--- config.mk ---
export PLATFORM = sky130hd
export DESIGN_NAME = mw_cla_add_seq
export DESIGN_NICKNAME = d
export VERILOG_FILES = /design/src/rtl/mw_cla_add_seq.sv
export SDC_FILE = /design/constraint.sdc
export NUM_CORES = 1
export LEC_CHECK = 0
export ABC_AREA = 1
export CAP_MARGIN = 20
export CORE_MARGIN = 2
export CORE_UTILIZATION = 57
export DETAILED_ROUTE_END_ITERATION = 8
export DONT_BUFFER_PORTS = 1
export GPL_ROUTABILITY_DRIVEN = 0
export GPL_TIMING_DRIVEN = 0
export HOLD_SLACK_MARGIN = 0.03
export MAX_ROUTING_LAYER = met4
export PLACE_DENSITY = 0.75
export SKIP_LAST_GASP = 1
export SYNTH_ARGS = -nofsm -noshare
export SYNTH_HDL_FRONTEND = slang
export SYNTH_HIERARCHICAL = 1
export SYNTH_SLANG_ARGS = --single-unit
--- constraint.sdc ---
create_clock -name clk -period 6.2 [get_ports clk]
set_clock_uncertainty 0.05 [all_clocks]
set_input_delay 1.24 -clock clk [delete_from_list [all_inputs] [get_ports clk]]
set_output_delay 1.24 -clock clk [all_outputs]
set_load 0.01 [all_outputs]
--- src/rtl/mw_cla_add_seq.sv ---
// Multi-word sequential adder: streams 16-bit slices of wide operands through a
// single cla_adder16, least-significant slice first, chaining the carry in a register.

module cla_adder16 (
    output logic [15:0] sum,
    output logic        carry_out,
    input  logic [15:0] a,
    input  logic [15:0] b,
    input  logic        carry_in
);
    logic [15:0] p, g, c;
    logic [3:0]  gg, gp;
    logic [4:0]  gc;

    // Two-level lookahead: 4-bit group generate/propagate, then group carries.
    always_comb begin
        p  = a ^ b;
        g  = a & b;
        gg = '0;
        gp = '0;
        c  = '0;
        for (int k = 0; k < 4; k++) begin
            gg[k] = g[4*k+3]
                  | (p[4*k+3] & g[4*k+2])
                  | (p[4*k+3] & p[4*k+2] & g[4*k+1])
                  | (p[4*k+3] & p[4*k+2] & p[4*k+1] & g[4*k]);
            gp[k] = &p[4*k +: 4];
        end
        gc[0] = carry_in;
        gc[1] = gg[0] | (gp[0] & carry_in);
        gc[2] = gg[1] | (gp[1] & gg[0]) | (gp[1] & gp[0] & carry_in);
        gc[3] = gg[2] | (gp[2] & gg[1]) | (gp[2] & gp[1] & gg[0])
              | (gp[2] & gp[1] & gp[0] & carry_in);
        gc[4] = gg[3] | (gp[3] & gc[3]);
        for (int k = 0; k < 4; k++) begin
            c[4*k] = gc[k];
            for (int j = 0; j < 3; j++)
                c[4*k+j+1] = g[4*k+j] | (p[4*k+j] & c[4*k+j]);
        end
        sum       = p ^ c;
        carry_out = gc[4];
    end
endmodule

module mw_cla_add_seq #(
    parameter int WORDS = 4
) (
    input  logic                clk,
    input  logic                rst_n,
    input  logic                in_valid,
    output logic                in_ready,
    input  logic [16*WORDS-1:0] a,
    input  logic [16*WORDS-1:0] b,
    input  logic                carry_in,
    output logic                out_valid,
    input  logic                out_ready,
    output logic [16*WORDS-1:0] sum,
    output logic                carry_out,
    output logic                ovf,
    output logic                busy
);
    localparam int         W    = 16 * WORDS;
    localparam logic [3:0] LAST = 4'(WORDS - 1);

    typedef enum logic [1:0] {IDLE, RUN, DONE} state_t;

    state_t         state, state_nxt;
    logic [W-1:0]   a_q, b_q, sum_q;
    logic           cy_q, cout_q, ovf_q;
    logic [3:0]     idx;
    logic [15:0]    cla_sum;
    logic           cla_cout;

    cla_adder16 u_cla (
        .sum       (cla_sum),
        .carry_out (cla_cout),
        .a         (a_q[16*idx +: 16]),
        .b         (b_q[16*idx +: 16]),
        .carry_in  (cy_q)
    );

    always_comb begin
        state_nxt = state;
        case (state)
            IDLE:    if (in_valid)     state_nxt = RUN;
            RUN:     if (idx == LAST)  state_nxt = DONE;
            DONE:    if (out_ready)    state_nxt = IDLE;
            default:                   state_nxt = IDLE;
        endcase
    end

    // Operand capture needs no reset: it is only read after an accept edge.
    always_ff @(posedge clk) begin
        if (state == IDLE && in_valid) begin
            a_q <= a;
            b_q <= b;
        end
    end

    always_ff @(posedge clk or negedge rst_n) begin
        if (!rst_n) begin
            state  <= IDLE;
            idx    <= '0;
            cy_q   <= 1'b0;
            sum_q  <= '0;
            cout_q <= 1'b0;
            ovf_q  <= 1'b0;
        end else begin
            state <= state_nxt;
            case (state)
                IDLE: begin
                    if (in_valid) begin
                        cy_q <= carry_in;
                        idx  <= '0;
                    end
                end
                RUN: begin
                    sum_q[16*idx +: 16] <= cla_sum;
                    cy_q                <= cla_cout;
                    idx                 <= idx + 4'd1;
                    if (idx == LAST) begin
                        cout_q <= cla_cout;
                        ovf_q  <= (a_q[W-1] == b_q[W-1]) && (cla_sum[15] != a_q[W-1]);
                    end
                end
                default: ;
            endcase
        end
    end

    assign in_ready  = (state == IDLE);
    assign out_valid = (state == DONE);
    assign busy      = (state != IDLE);
    assign sum       = sum_q;
    assign carry_out = cout_q;
    assign ovf       = ovf_q;
endmodule

==> qor.csv, run 1 <==
metric;value;unit
I/O pin count;202;
final hold violation count;0;
Detailed Route WL;21100;um
Pint;0.00357;W
Clk pwr share;18.7;%
Yosys reg bits;201;
fin. max-slew vios;0;
DP Area;0.00944;sq mm
die area;0.0170;sq mm
Lkg Pwr;4.27;nW
Clock Latency Late Sink;510;ps
slowest CP cell;clkbuf_1;
f_max;209;MHz
Fillers;1254;
Final #Nets;1078;
Period minus WS final;4780;ps
Post-synth EDFFs;128;
TritonRoute pass-1 iters;5;
share of the synthesized area in the top cell type;42.2;%
WS Path Type;register to register;
Die Y;130;um
maximum clock insertion buffer count;3;
P_sw;0.00315;W
via density per instance;5.47;
WP buf/inv;4;
global-route wire length before repair;31900;um
CTS clk-pin slew, worst paths;60;ps
Post-Syn Area;0.00910;sq mm
Post-route DRC;0;
post-cts resize count;0;
syn_nets;1052;
Worst EP required;6580;ps
Avg WL per Cell;18.4;um
post-synth cell types;35;
Initial Util;57.7;%
Core Rows;46;
status;finished, final reports clean;
max cap viols;0;
number of H-tree levels;1;
yosys warns;6;
post-layout instance area;0.0101;sq mm
DR vias;6275;
most frequent cells in the layout;nor2_1 (176), nand2_1 (163), edfxtp_1 (128);
kind of end point of the critical path;register;
number of global-route vias before repair;6090;
Num CTS Buffers;21;
Hold Buf Count CTS;0;
share of layout cells above drive strength 1;8.18;%
Area Overhead vs Synth;11.4;%
setup TNS;0;ps
CTS root buffer;clkbuf_16;
Startpoint Class;register;
CTS sink cnt;201;
die width;130;um
Reg power frac;29.7;%
RSZ-0062 raised after global routing;false;
part of the cycle the worst path needs;77.2;%
HP Class;input port to async pin;
Peak VDD IR;0.338;mV
Port-buffer cells;0;
switching share of power;46.9;%
most common cell after layout, fill and taps aside;nor2_1;
CTS tree;built;
largest net degree at the start of global routing;74;
Least-Margin Pin Slew;719;ps
worst-path fanout max;10;
worst stage delay on the critical path;390;ps
post-CTS setup buffers;0;
delay-heaviest family, CP;adder cells;
Mean Syn Cell Area;10.3;sq um
Seq/Total Area, Yosys;62.3;%
prevailing post-synth register cell;edfxtp_1;
Critical Path AT;5160;ps
cell breakdown of the critical path;buf_2 -> inv_2 -> buf_2 -> clkbuf_1 -> o21ai_0 -> a21oi_1 -> ha_1 -> nand2_2 -> nor2_1 -> nor2_2 -> a21oi_1 -> or2_1 -> fa_1 -> fa_1 -> fa_1 -> xor2_1 -> nand2_1 -> nor2_1 -> nand2_1 -> nand2_1;
post-DP HPWL;15400;um
max-slew headroom at the worst pin;52.1;%
initial antenna violation count;2;
core area;0.0158;sq mm
total power;0.00673;W
Mapped Cells;888;
gr ovfl total;0;
power per cell area;663;mW/mm^2
Post-synth ARST share;36.3;%
# setup viols final;0;
Post-DRT Antenna Nets;0;
1st-iter DRT viols;367;
total track usage;25.5;%
leading area contributor after synthesis;edfxtp_1;
Combinational Power Share;51.6;%
largest cells by area after synthesis;edfxtp_1 (42%), dfrtp_1 (20%), nor2_1 (7.3%);
## worst reg2reg max path, stage by stage (launching register included)
cell,delay (ps)
dfrtp_1,370
buf_2,190
inv_2,120
buf_2,230
clkbuf_1,390
o21ai_0,180
a21oi_1,290
ha_1,300
nand2_2,80
nor2_1,50
nor2_2,140
a21oi_1,80
or2_1,230
fa_1,390
fa_1,390
fa_1,380
xor2_1,390
nand2_1,170
nor2_1,140
nand2_1,70
nand2_1,60
## cell type report
type / instances / area, sq um / area share (%)
flip-flops and latches: 201 / 5670 / 55.9
multi-input cells: 600 / 3070 / 30.3
clock buffers: 26 / 587 / 5.78
well taps: 216 / 270 / 2.66
plain buffers: 45 / 211 / 2.08
inverters: 42 / 158 / 1.55
clock inverters: 12 / 110 / 1.09
repair buffers: 3 / 60.1 / 0.592
diodes: 2 / 5.00 / 0.0493
## flip-flops by register name, summed over array words and instances (netlist names)
register	cells
a_q	64
state	2
b_q	64
ovf	1
carry_out	1
cy_q	1
sum	64
idx	4
## stage by stage
step	hold WS [ps]	util, %	worst slack [ps]	cells
floorplan	436	-	1060	888
global placement	480	59.5	-24.8	1104
detailed placement	481	59.9	1400	1107
CTS	376	64.3	1370	1145
global route	368	64.3	1030	1147
finish	390	64.3	1420	1147
## cell families (layout without fill, tap and decap cells)
| group | Yosys count | count (layout) | synth area share [%] |
|---|---|---|---|
| AND/OR/NAND/NOR | 401 | 401 | 18.5 |
| flip-flops | 201 | 201 | 62.3 |
| AO/OA/AOI/OAI | 161 | 161 | 9.15 |
| buffers and inverters | 87 | 128 | 4.05 |
| adder cells (fa/ha/maj) | 31 | 31 | 5.25 |
| XOR/XNOR | 6 | 6 | 0.660 |
| multiplexers | 1 | 1 | 0.110 |
| other | 0 | 2 | 0 |
## cell usage after synthesis (4+ instances only)
master	count
edfxtp_1	128
nand2_1	163
buf_2	10
nand4_1	18
dfrtp_1	73
inv_2	4
o21ai_0	91
nand3_1	23
nor2_1	177
nor2_4	4
ha_1	19
a21oi_1	37
o21ai_1	24
nor2_2	4
fa_1	12
nand2_2	5
clkbuf_1	27
inv_1	38
## final timing paths
| kind | start | slack [ps] | endpoint | depth (start not counted) |
|---|---|---|---|---|
| max reg2reg | idx[0]$_DFFE_PN0P_ | 1420 | sum[59]$_DFFE_PN0P_ | 20 |
| min reg2reg | sum[9]$_DFFE_PN0P_ | 490 | sum[9]$_DFFE_PN0P_ | 2 |
| min | rst_n | 390 | idx[1]$_DFFE_PN0P_ | 0 |
| max in group asynchronous | rst_n | 5600 | sum[10]$_DFFE_PN0P_ | 0 |
| min in group clk | sum[9]$_DFFE_PN0P_ | 490 | sum[9]$_DFFE_PN0P_ | 2 |
| max | idx[0]$_DFFE_PN0P_ | 1420 | sum[59]$_DFFE_PN0P_ | 20 |
## power by group through the flow
| stage | clock network (W) | logic (W) | registers [W] |
|---|---|---|---|
| 2_1_floorplan | 0 | 0.00239 | 0.00199 |
| 3_3_place_gp | 0 | 0.00330 | 0.00205 |
| 3_5_place_dp | 0 | 0.00341 | 0.00203 |
| 4_1_cts | 0.00128 | 0.00344 | 0.00200 |
| 5_1_grt | 0.00133 | 0.00383 | 0.00204 |
| 6_report | 0.00126 | 0.00347 | 0.00200 |
## metal layers
metal	vias to the layer above	global-route usage [%]	routed length, um
met4	0	7.01	468
li1	3054	-	-
met2	243	42.7	10400
met1	2945	30.7	8480
met3	33	7.17	1810
met5	-	-	0
(Power assumes the default switching activity.)
==> inputs of run 2 (changes only) <==
- clock period: 6.2 -> 4.3 ns (I/O delays scaled with it)
==> qor.csv, run 2 (synthesis results as in run 1) <==
metric;value;unit;change
status;finished, final reports clean;;unchanged
slowest CP cell;dfrtp_1;;was clkbuf_1
delay-heaviest family, CP;adder cells;;unchanged
die width;130;um;unchanged
switching share of power;46.2;%;was 46.9%
Area Overhead vs Synth;13.8;%;was 11.4%
Critical Path AT;4430;ps;was 5160 ps
global-route wire length before repair;31900;um;about the same
kind of end point of the critical path;register;;unchanged
WS Path Type;register to register;;unchanged
fin. max-slew vios;0;;unchanged
worst stage delay on the critical path;490;ps;was 390 ps
crit-path most repeated cell;nand2_1;;
Fillers;1282;;was 1254
final core occ;65.7;%;was 64.3%
Pint;0.00535;W;was 0.00357 W
power per cell area;961;mW/mm^2;was 663 mW/mm^2
Post-DRT Antenna Nets;0;;unchanged
most frequent cells in the layout;nor2_1 (174), nand2_1 (163), edfxtp_1 (128);;was nor2_1 (176), nand2_1 (163), edfxtp_1 (128)
WP buf/inv;3;;was 4
gr ovfl total;0;;unchanged
share of layout cells above drive strength 1;11.6;%;was 8.18%
CTS tree;built;;unchanged
number of H-tree levels;1;;unchanged
final hold violation count;0;;unchanged
DR vias;6339;;was 6275
Clk pwr share;17.4;%;was 18.7%
Period minus WS final;4060;ps;was 4780 ps
initial antenna violation count;2;;unchanged
CTS clk-pin slew, worst paths;60;ps;about the same
# setup viols final;0;;unchanged
cell breakdown of the critical path;nor2_4 -> inv_1 -> buf_2 -> a21oi_1 -> ha_1 -> nand2_1 -> inv_1 -> nand2_1 -> nor2_2 -> nand2_2 -> nand3_2 -> fa_1 -> fa_1 -> fa_2 -> xor2_4 -> nand2_1 -> nor2_1 -> nand2_1 -> nand2_1;;was buf_2 -> inv_2 -> buf_2 -> clkbuf_1 -> o21ai_0 -> a21oi_1 -> ha_1 -> nand2_2 -> nor2_1 -> nor2_2 -> a21oi_1 -> or2_1 -> fa_1 -> fa_1 -> fa_1 -> xor2_1 -> nand2_1 -> nor2_1 -> nand2_1 -> nand2_1
CTS sink cnt;201;;unchanged
I/O pin count;202;;unchanged
Core Rows;46;;unchanged
Startpoint Class;register;;unchanged
Clock Latency Late Sink;490;ps;was 510 ps
Avg WL per Cell;18.2;um;was 18.4 um
core area;0.0158;sq mm;unchanged
Final #Nets;1083;;was 1078
sequential cell area;0.00567;sq mm;unchanged
P_sw;0.00460;W;was 0.00315 W
Lkg Pwr;4.36;nW;was 4.27 nW
most common cell after layout, fill and taps aside;nor2_1;;unchanged
CTS root buffer;clkbuf_16;;unchanged
Reg-to-Reg Start;idx[2]$_DFFE_PN0P_;;was idx[0]$_DFFE_PN0P_
via density per instance;5.51;;was 5.47
Detailed Route WL;20900;um;was 21100 um
Post-route DRC;0;;unchanged
number of global-route vias before repair;6342;;was 6090
HP Class;input port to async pin;;unchanged
1st-iter DRT viols;381;;was 367
Least-Margin Pin Slew;695;ps;was 719 ps
Combinational Power Share;53.6;%;was 51.6%
Num CTS Buffers;21;;unchanged
part of the cycle the worst path needs;94.3;%;was 77.2%
Multi-input gate area;0.00316;sq mm;was 0.00307 sq mm
CP Launch Point;idx[2]$_DFFE_PN0P_;;was idx[0]$_DFFE_PN0P_
Initial Util;57.7;%;unchanged
total track usage;25.4;%;was 25.5%
f_max;247;MHz;was 209 MHz
Reg power frac;29.1;%;was 29.7%
Die Y;130;um;unchanged
max-slew headroom at the worst pin;53.6;%;was 52.1%
post-DP HPWL;15300;um;was 15400 um
max cap viols;0;;unchanged
die area;0.0170;sq mm;unchanged
Port-buffer cells;0;;unchanged
DP Area;0.00944;sq mm;unchanged
TritonRoute pass-1 iters;5;;unchanged
Worst EP required;4680;ps;was 6580 ps
post-layout instance area;0.0104;sq mm;was 0.0101 sq mm
maximum clock insertion buffer count;3;;unchanged
worst-path fanout max;10;;unchanged
total power;0.00995;W;was 0.00673 W
largest net degree at the start of global routing;74;;unchanged
Peak VDD IR;0.619;mV;was 0.338 mV
-- run 2: cell count changes in the layout (fill, tap and decap cells not counted), sizes merged --
cell	change
clkbuf	-5
diode	+1
clkinv	-5
inv	-1
buf	+13
-- run 2: area by class of cell --
cell class	count	area share [%]
buffer	45	3.18
tap	216	2.61
multi-input combinational	600	30.5
antenna	3	0.0725
sequential	201	54.7
clock inverter	6	0.749
clock buffer	29	5.46
timing repair buffer	8	1.11
inverter	42	1.55
-- run 2: repair_timing --
item                       CTS  global route
pin swaps                    1            11
hold buffers                 1             0
hold endpoints to repair    73             0
setup endpoints to repair   20            15
buffers inserted             0             4
resized for setup           32            57
-- run 2: worst reg2reg max path: stages (launching register included) --
cell and delay (ps):
dfrtp_1 490, nor2_4 190, inv_1 130, buf_2 250
a21oi_1 350, ha_1 310, nand2_1 80, inv_1 40
nand2_1 90, nor2_2 50, nand2_2 60, nand3_2 90
fa_1 400, fa_1 420, fa_2 400, xor2_4 250
nand2_1 130, nor2_1 130, nand2_1 60, nand2_1 50
-- run 2: path summary, 6_finish.rpt --
kind                       slack, ps  cells after the start             endpoint
setup / recovery                 240                     19  sum[47]$_DFFE_PN0P_
hold / removal                   210                      1      ovf$_DFFE_PN0P_
max in group asynchronous       3700                      1  sum[38]$_DFFE_PN0P_
setup reg to reg                 240                     19  sum[47]$_DFFE_PN0P_
hold reg to reg                  500                      2  sum[10]$_DFFE_PN0P_
min in group clk                 410                      0     a_q[2]$_DFFE_PP_
-- run 2: routing by layer --
layer | part of all wire [%] | track usage [%] | routed length, um | up-vias
li1 | - | - | - | 3055
met5 | 0 | - | 0 | -
met3 | 8.2 | 5.94 | 1720 | 46
met2 | 49 | 42.6 | 10200 | 238
met1 | 41 | 30.7 | 8460 | 3000
met4 | 2.6 | 8.39 | 539 | 0
-- run 2: metrics by stage --
step	setup WS [ps]	cells	hold WS [ps]	setup TNS, ps
global route	-12.7	1149	215	-12.7
floorplan	510	888	436	0
global placement	-488	1104	483	-4820
CTS	6.06	1143	213	0
detailed placement	-562	1107	488	-5510
finish	245	1150	206	0
-- run 2: power groups by stage --
stage               clock (W)  combinational (W)  sequential, W
floorplan                   0            0.00345        0.00286
global placement            0            0.00477        0.00294
detailed placement          0            0.00490        0.00292
CTS                   0.00174            0.00511        0.00289
global route          0.00182            0.00596        0.00295
finish                0.00173            0.00533        0.00289
==> inputs of run 3 (changes only) <==
- CORE_UTILIZATION: 57 -> 50
- PLACE_DENSITY: 0.75 -> 0.68
- SETUP_SLACK_MARGIN: default -> 0.05
==> qor.csv, run 3 (synthesis results as in run 1) <==
metric;value;unit;change
worst hold slack;196;ps;was 206 ps
Reg-to-Reg Start;idx[0]$_DFFE_PN0P_;;was idx[2]$_DFFE_PN0P_
Post-route DRC;0;;unchanged
Peak VDD IR;0.519;mV;was 0.619 mV
kind of end point of the critical path;register;;unchanged
reg2reg setup slack;330;ps;was 240 ps
dpl ws;-496;ps;was -562 ps
post-DP HPWL;16000;um;was 15300 um
Final #Nets;1084;;was 1083
Worst EP required;4690;ps;was 4680 ps
Least-Margin Pin Slew;938;ps;was 695 ps
WS Path Type;register to register;;unchanged
initial antenna violation count;4;;was 2
Num CTS Buffers;22;;was 21
CTS clk-pin slew, worst paths;60;ps;about the same
f_max;252;MHz;was 247 MHz
maximum clock insertion buffer count;3;;unchanged
Port-buffer cells;0;;unchanged
share of layout cells above drive strength 1;12.9;%;was 11.6%
RSZ-0062 raised after global routing;false;;
non-filler cells, final;1169;;was 1150
final hold violation count;0;;unchanged
most frequent cells in the layout;nor2_1 (176), nand2_1 (163), edfxtp_1 (128);;was nor2_1 (174), nand2_1 (163), edfxtp_1 (128)
Post-DRT Antenna Nets;0;;unchanged
R2R depth;22;;was 19
max cap viols;0;;unchanged
number of global-route vias before repair;6330;;was 6342
Core Rows;49;;was 46
total track usage;23.3;%;was 25.4%
most common cell after layout, fill and taps aside;nor2_1;;unchanged
global-route wire length before repair;34100;um;was 31900 um
core area;0.0179;sq mm;was 0.0158 sq mm
Initial Util;50.9;%;was 57.7%
CTS sink cnt;201;;unchanged
max-slew headroom at the worst pin;37.3;%;was 53.6%
DR vias;6321;;was 6339
number of H-tree levels;1;;unchanged
Die Y;139;um;was 130 um
via density per instance;5.41;;was 5.51
part of the cycle the worst path needs;92.3;%;was 94.3%
Avg WL per Cell;18.7;um;was 18.2 um
Lkg Pwr;4.40;nW;was 4.36 nW
1st-iter DRT viols;305;;was 381
die width;139;um;was 130 um
Area Overhead vs Synth;15.4;%;was 13.8%
Detailed Route WL;21900;um;was 20900 um
gr ovfl total;0;;unchanged
PnR worst setup slack;332;ps;was 245 ps
status;finished, final reports clean;;unchanged
CTS root buffer;clkbuf_16;;unchanged
placed cells;1120;;was 1107
die area;0.0193;sq mm;was 0.0170 sq mm
Reg-to-Reg End;sum[63]$_DFFE_PN0P_;;was sum[47]$_DFFE_PN0P_
largest net degree at the start of global routing;74;;unchanged
I/O pin count;202;;unchanged
Critical Path AT;4360;ps;was 4430 ps
TritonRoute pass-1 iters;4;;was 5
Clock Latency Late Sink;520;ps;was 490 ps
# setup viols final;0;;unchanged
Period minus WS final;3970;ps;was 4060 ps
fin. max-slew vios;0;;unchanged
Startpoint Class;register;;unchanged
power per cell area;985;mW/mm^2;was 961 mW/mm^2
CTS tree;built;;unchanged
worst-path fanout max;10;;unchanged
HP Class;input port to async pin;;unchanged
run 3: changes by cell type in the layout (fill, tap and decap cells not counted), sizes merged:
cell    before  now
clkbuf      48   57
bufinv       2    4
diode        3    4
buf         34   26
clkinv       4    6
run 3: what timing repair did:
| item | CTS | global route |
|---|---|---|
| endpoints found under the setup margin | 20 | 15 |
| hold buffers | 1 | 0 |
| setup buffers | 0 | 4 |
| resized for setup | 41 | 38 |
| endpoints found under the hold margin | 73 | 0 |
| pin swaps | 2 | 6 |
run 3: report_power, final:
group	leakage (nW)	internal [W]	switching, W	total [W]
Clock	0.365	0.00120	0.000746	0.00195
Combinational	1.87	0.00181	0.00369	0.00550
Sequential	2.17	0.00258	0.000317	0.00289
run 3: worst max path at each step:
stage,from,endpoint,slack [ps],cells after the start
after floorplan,idx[0]$_DFFE_PN0P_,sum[11]$_DFFE_PN0P_,510,20
after global placement,idx[0]$_DFFE_PN0P_,sum[59]$_DFFE_PN0P_,-460,18
after detailed placement,idx[0]$_DFFE_PN0P_,sum[63]$_DFFE_PN0P_,-500,19
after CTS,idx[2]$_DFFE_PN0P_,sum[59]$_DFFE_PN0P_,50,18
after global routing,idx[0]$_DFFE_PN0P_,sum[47]$_DFFE_PN0P_,70,22
final,idx[0]$_DFFE_PN0P_,sum[63]$_DFFE_PN0P_,330,22
run 3: area by class of cell:
cell class | instances | area [sq um]
tap | 229 | 287
sequential | 201 | 5670
clock buffer | 30 | 591
buffer | 45 | 322
fill | 1499 | 7400
timing repair buffer | 8 | 118
multi-input combinational | 600 | 3190
antenna | 4 | 10.0
clock inverter | 10 | 159
inverter | 42 | 160
run 3: worst max-delay path: stages, from the launching register on:
cell and delay, ps:
dfrtp_1 360, buf_6 150, buf_8 160, buf_6 150, nor2_1 50, nor2_1 100, o21ai_0 110, a21oi_2 240
ha_1 270, nand2_1 80, inv_2 40, nand2_1 50, nand2_1 50, nor2_1 150, nand3_2 130, fa_2 380
fa_2 360, fa_2 410, xor2_4 240, nand2_1 120, inv_2 110, nand2_1 60, nand2_1 70
run 3: per-layer routing:
layer  GRT usage, %  wire [um]  up-vias
met1           29.0       9030     2968
met3           6.15       1640       49
li1               -          -     3070
met2           37.6      10500      234
met4           7.44        646        0
met5              -          0        -
run 3: stage by stage:
step | utilization [%] | area (sq um) | total power (W) | TNS (ps)
2_1_floorplan | - | 9110 | 0.00631 | 0
3_3_place_gp | 52.5 | 9400 | 0.00779 | -4840
3_5_place_dp | 52.8 | 9460 | 0.00791 | -5460
4_1_cts | 57.8 | 10400 | 0.0101 | 0
5_1_grt | 58.7 | 10500 | 0.0111 | 0
6_report | 58.7 | 10500 | 0.0103 | 0
